File: config.mk
export PLATFORM = sky130hd
export DESIGN_NAME = wb_regfile
export DESIGN_NICKNAME = d
export VERILOG_FILES = /design/src/rtl/wb_regfile.sv
export SDC_FILE = /design/constraint.sdc
export NUM_CORES = 2
export LEC_CHECK = 0
export CORE_MARGIN = 3
export CORE_UTILIZATION = 25
export DETAILED_ROUTE_END_ITERATION = 8
export PLACE_DENSITY = 0.38
export SLEW_MARGIN = 10
export SYNTH_ARGS = -nofsm -noshare
export SYNTH_HDL_FRONTEND = slang
export SYNTH_SLANG_ARGS = --single-unit
export TNS_END_PERCENT = 1
File: constraint.sdc
create_clock -name clk -period 3.1 [get_ports clk]
set_clock_uncertainty 0.1 [all_clocks]
set_input_delay 0.775 -clock clk [delete_from_list [all_inputs] [get_ports clk]]
set_output_delay 0.775 -clock clk [all_outputs]
set_load 0.01 [all_outputs]
File: src/rtl/wb_regfile.sv
// Writeback stage: selects the writeback value, commits it into a 32x32 register file
// with x0 hardwired to zero, and counts commits. Define WB_BYPASS_EN for same-cycle read bypass.
module wb_regfile #(
    parameter int unsigned RETIRE_W = 32
) (
    input  logic                clk,
    input  logic                rst,
    input  logic                en_reg,
    input  logic                MemtoRegin,
    input  logic                RegWritein,
    input  logic [31:0]         MEMResultin,
    input  logic [31:0]         ALUResultin,
    input  logic [4:0]          rdin,
    input  logic [4:0]          rs,
    input  logic [4:0]          rt,
    output logic [31:0]         rsdata,
    output logic [31:0]         rtdata,
    output logic [31:0]         wbdata,
    output logic                wbvalid,
    output logic [RETIRE_W-1:0] retire_cnt
);

    localparam int unsigned NREGS = 32;

    logic [31:0]         regs_q [NREGS-1:1];
    logic [RETIRE_W-1:0] cnt_q;
    logic [RETIRE_W-1:0] cnt_d;

    assign wbdata     = MemtoRegin ? MEMResultin : ALUResultin;
    assign wbvalid    = en_reg && RegWritein && (rdin != 5'd0);
    assign cnt_d      = cnt_q + RETIRE_W'(1);
    assign retire_cnt = cnt_q;

    // Reset has priority over a commit presented in the same cycle
    always_ff @(posedge clk) begin
        if (rst) begin
            for (int i = 1; i < int'(NREGS); i++) begin
                regs_q[i] <= 32'h0;
            end
            cnt_q <= '0;
        end else if (wbvalid) begin
            regs_q[rdin] <= wbdata;
            cnt_q        <= cnt_d;
        end
    end

    // Read ports resolve independently; index 0 always reads zero
    always_comb begin
        rsdata = 32'h0;
        if (rs != 5'd0) begin
`ifdef WB_BYPASS_EN
            if (wbvalid && (rs == rdin)) rsdata = wbdata;
            else                         rsdata = regs_q[rs];
`else
            rsdata = regs_q[rs];
`endif
        end
    end

    always_comb begin
        rtdata = 32'h0;
        if (rt != 5'd0) begin
`ifdef WB_BYPASS_EN
            if (wbvalid && (rt == rdin)) rtdata = wbdata;
            else                         rtdata = regs_q[rt];
`else
            rtdata = regs_q[rt];
`endif
        end
    end

endmodule

## Word-level counts from Yosys, hierarchy flattened

Memories as Yosys holds them, arrays and structs flattened.
Cells that the tools add are included.

- Word-level logic and storage cells: 20
- Memories kept: 1
- Bits of input ports: 84
- Bits in registers: 32
- Output and inout port bits: 129
- RAM bits: 992

- Reductions and logical operators: 6
- Add/sub/neg operators: 1
- Multiplexer cells: 11

Memory list:

| name | words | bits a word | rd ports | clocked after Yosys merged registers in | write ports | line | text |
|---|---|---|---|---|---|---|---|
| regs_q | 31 | 32 | 2 | 0 | 31 | 25 | `logic [31:0] regs_q [NREGS-1:1];` |

Operator list:

| kind | number |
|---|---|
| 32-bit 2-to-1 mux | 4 |
| 32-bit by 1-bit adder with 32-bit output (second input constant) | 1 |
| 32-bit OR reduction | 1 |
| 5-bit nonzero test | 3 |
| 1-bit 2-to-1 mux | 6 |
| 5-bit 2-to-1 mux | 1 |
| 1-bit logical AND | 2 |

## Depth between registers and ports, before layout

- Word-level depth: 7
- Mapped depth: 7

## Least setup slack after synthesis

OpenSTA, ideal clock, no wires.

- Path kind: input to output
- Start point: input port rs[0]
- End point: output port rsdata[4]
- Arrival time: 2.349 ns
- Stages on the path: 7
- Required time: 2.225 ns
- Buffers on the path: 4
- Setup slack: -0.124 ns
- Cell sequence: buf_2 inv_1 buf_2 buf_1 clkbuf_1 o2111ai_1 a311oi_1

- Cells in the longest elaborated chain, start to end: 2
- Elaborated cells between the ends (all ways): 3

Ends and longest elaborated chain:

| element | line | text |
|---|---|---|
| start: declaration | 14 | `input logic [4:0] rs,` |
| memory read 31 x 32 bit or 5-bit nonzero test (tied branches) | - |  |
| 32-bit 2-to-1 mux * | 50 | `if (rs != 5'd0) begin` |
| end: declaration | 16 | `output logic [31:0] rsdata,` |

Every way passes the cells marked *; elsewhere a longest branch is shown, timed or not.

## Worst setup path in the final report

Same ends and word-level chain as after synthesis.

==> impl_metrics.py <==
metrics = {
    "grt": {
        "grt_pass1_vias": 39400,
        "grt_max_degree": 38,
        "grt-ovfl-total": 0,
        "grt_first_pass_wirelength_um": 326000,
        "grtUsageTotal": 0.209,
        "grt_antenna_before_repair": 5,
    },
    "synth": {
        "synth.area.top_cells": "edfxtp_1 57%, mux4_2 19%, nor2_1 7.0%",
        "syn_inst": 3901,
        "avgSynthCellArea_sq_um": 13.8,
        "ys_seq_elements": 1056,
        "yosysUniqueCellTypes": 46,
        "yosys_warnings": 0,
        "synth_top_area_share": 0.569,
        "seq_area_frac_synth": 0.581,
        "synth_largest_area_cell": "edfxtp_1",
        "syn_area_sq_um": 54000,
    },
    "cells_and_area": {
        "area_delta_synth_final_pct": 34.0,
        "drive_gt1_frac": 0.387,
        "fin_nets": 4649,
        "fin_cells": 7502,
    },
    "floorplanning": {
        "start_util": 0.251,
        "die_y_um": 471,
        "ios": 213,
        "core_area_sq_um": 215000,
        "dieArea_sq_um": 222000,
        "rows": 170,
        "die_w_um": 471,
    },
    "power": {
        "pwr-share-clk": 0.395,
        "p_leak_nw": 25.6,
        "p_total_mw": 38.1,
        "comb_power_share": 0.164,
        "p_per_area_nw_per_um2": 526,
        "p_int_mw": 27.9,
        "seqPwrFrac": 0.441,
        "power.switching_mw": 10.2,
        "vdd_ir_drop_max_uv": 554,
        "switching_share": 0.269,
    },
    "cts": {
        "path_clk_slew_ns": 0.06,
        "cts_tree": "yes",
        "clk_root_buffer_cell": "clkbuf_16",
        "numCtsBuffers": 133,
        "clock-sinks": 1056,
        "htreeDepth": 4,
        "worstSkewPairLatency_ns": 0.79,
        "clk_path_buf_depth": 3,
    },
    "timing": {
        "relSlewSlack": 0.584,
        "max_freq_ghz": 0.276,
        "finalSetupViolCount": 64,
        "layout_min_cycle_time_ns": 3.63,
        "setup_slack_ns": -0.529,
        "maxSlewViolCount": 0,
        "rsz0062_at_grt": "true",
        "hold_viol": 0,
        "max_slew.worst_pin.slew_ns": 0.624,
        "finalCritPeriodShare": 1.17,
    },
    "status": {
        "violations": "negative setup slack",
        "status": "finished with violations",
    },
    "route": {
        "ant_nets": 0,
        "first_iter_violations": 3762,
        "drt-wirelength-per-cell_um": 31.3,
        "vias_per_cell": 5.14,
        "dr_total_vias": 38600,
        "routed_wirelength_um": 235000,
        "drc": 0,
        "dr.pass1.iters": 7,
    },
    "setup_path": {
        "cp.arrival_ns": 2.75,
        "cp_max_fo": 16,
        "cp_data_required_time_ns": 2.22,
        "worstSetupPathType": "in2out",
        "cp-start-kind": "input pin",
        "critPathCaptureType": "output port",
    },
    "placed_design": {
        "port_buffers": 212,
        "dp_hpwl_um": 157000,
        "place.gp.congestion": 0.840,
        "dp_cells": 7197,
    },
    "worst_hold_path": {
        "min_path_type": "reg2reg",
    },
    "job": {
        "cap_violations": 0,
    },
}
final timing paths:
kind | startpoint | to | slack, ns | cells past startpoint
worst max-delay path | rs[0] | rsdata[4] | -0.53 | 9
worst min-delay path | retire_cnt[17] | retire_cnt[17] | 0.40 | 2
worst max register to register | retire_cnt[12] | retire_cnt[29] | 0.88 | 4
worst min register to register | retire_cnt[17] | retire_cnt[17] | 0.40 | 2
cells in the mapped netlist (all sizes together):
| cell type | count |
|---|---|
| or3 | 7 |
| a221oi | 17 |
| a21oi | 25 |
| o2111ai | 51 |
| a2111o | 1 |
| o21ai | 87 |
| nor4 | 1 |
| nor2 | 1008 |
| mux2 | 65 |
| inv | 39 |
| and3 | 4 |
| edfxtp | 1024 |
| and2 | 4 |
| a311oi | 64 |
| nand2b | 34 |
| a22oi | 64 |
| or4 | 20 |
| and4 | 4 |
| nand4 | 8 |
| mux4 | 448 |
| o31ai | 18 |
| nor2b | 69 |
| nor3b | 3 |
| nand3 | 7 |
| nor4b | 2 |
| nor3 | 2 |
| and3b | 2 |
| clkbuf | 286 |
| ha | 1 |
| xnor2 | 4 |
| and4b | 2 |
| dfxtp | 32 |
| mux2i | 161 |
| conb | 1 |
| or2 | 4 |
| a211oi | 65 |
| xor2 | 2 |
| nand2 | 135 |
| a2111oi | 1 |
| buf | 129 |
cells in the final DEF (no fill, tap or decap), drive strengths merged, types with 65 or more instances in the layout:
cell,n
mux4,448
clkdlybuf4s50,129
o21ai,87
buf,762
a211oi,65
clkbuf,160
mux2i,161
nor2b,69
nand2,135
edfxtp,1024
mux2,65
nor2,1008
logic make-up after synthesis:
group / count (synthesis) / synth area share
and+or+nand+nor: 1316 / 0.100
adders and majority gates: 1 / 0.000232
other: 1 / 0.0000694
DFF: 1056 / 0.581
xor gates and xnor gates: 6 / 0.000973
muxes: 674 / 0.230
AOI/OAI and AO/OA: 393 / 0.0526
buffers and inverters: 454 / 0.0346
layer usage:
metal / vias up / GRT usage / part of all wire
li1: 16300 / - / -
met1: 20700 / 0.288 / 0.44
met2: 1322 / 0.343 / 0.48
met3: 269 / 0.0316 / 0.055
met4: 0 / 0.0600 / 0.027
met5: - / 0 / 0
critical path, cell delays in order:
cell,delay (ns)
buf_16,0.18
buf_12,0.17
buf_12,0.15
mux4_2,0.49
nor2b_1,0.18
a211oi_2,0.36
buf_4,0.18
a311oi_1,0.04
buf_2,0.18
power groups by stage:
stage,clock (mW),sequential (mW),combinational [mW]
detailed placement,0,17.1,5.77
global placement,0,17.1,5.79
floorplan,0,16.9,2.70
CTS,15.4,16.8,6.23
finish,15.0,16.8,6.26
global route,15.9,16.9,6.50
registers in the layout, indices dropped and copies added, names as in the netlist:
register	cells
retire_cnt	32
regs_q	1024
cell type report:
class,count,area (sq um)
fillers,20900,142000
flip-flops and latches,1056,31400
multi-input cells,2422,23300
repair buffers,912,9990
well taps,2838,3550
clock buffers,157,3500
clock inverters,75,564
inverters,39,151
diodes,3,7.51
per-stage QoR:
stage / area [sq um] / hold WS (ns) / setup TNS (ns) / utilization / worst slack [ns]
3_3_place_gp: 65700 / 0.384 / -65.83 / 0.306 / -1.31
5_1_grt: 72400 / 0.427 / -28.42 / 0.337 / -0.552
2_1_floorplan: 54400 / 0.404 / -5.78 / - / -0.0292
6_report: 72400 / 0.401 / -26.29 / 0.337 / -0.529
3_5_place_dp: 65700 / 0.391 / -65.17 / 0.306 / -1.30
4_1_cts: 72100 / 0.401 / -27.78 / 0.336 / -0.558
what timing repair did:
action	in CTS	in global routing
resized for setup	631	74
pin swaps	78	21
setup buffers	53	9
setup endpoints to repair	66	68
hold buffers	0	0
endpoints found under the hold margin	0	0
cloned	11	0
Power figures use the tool's default switching activity.
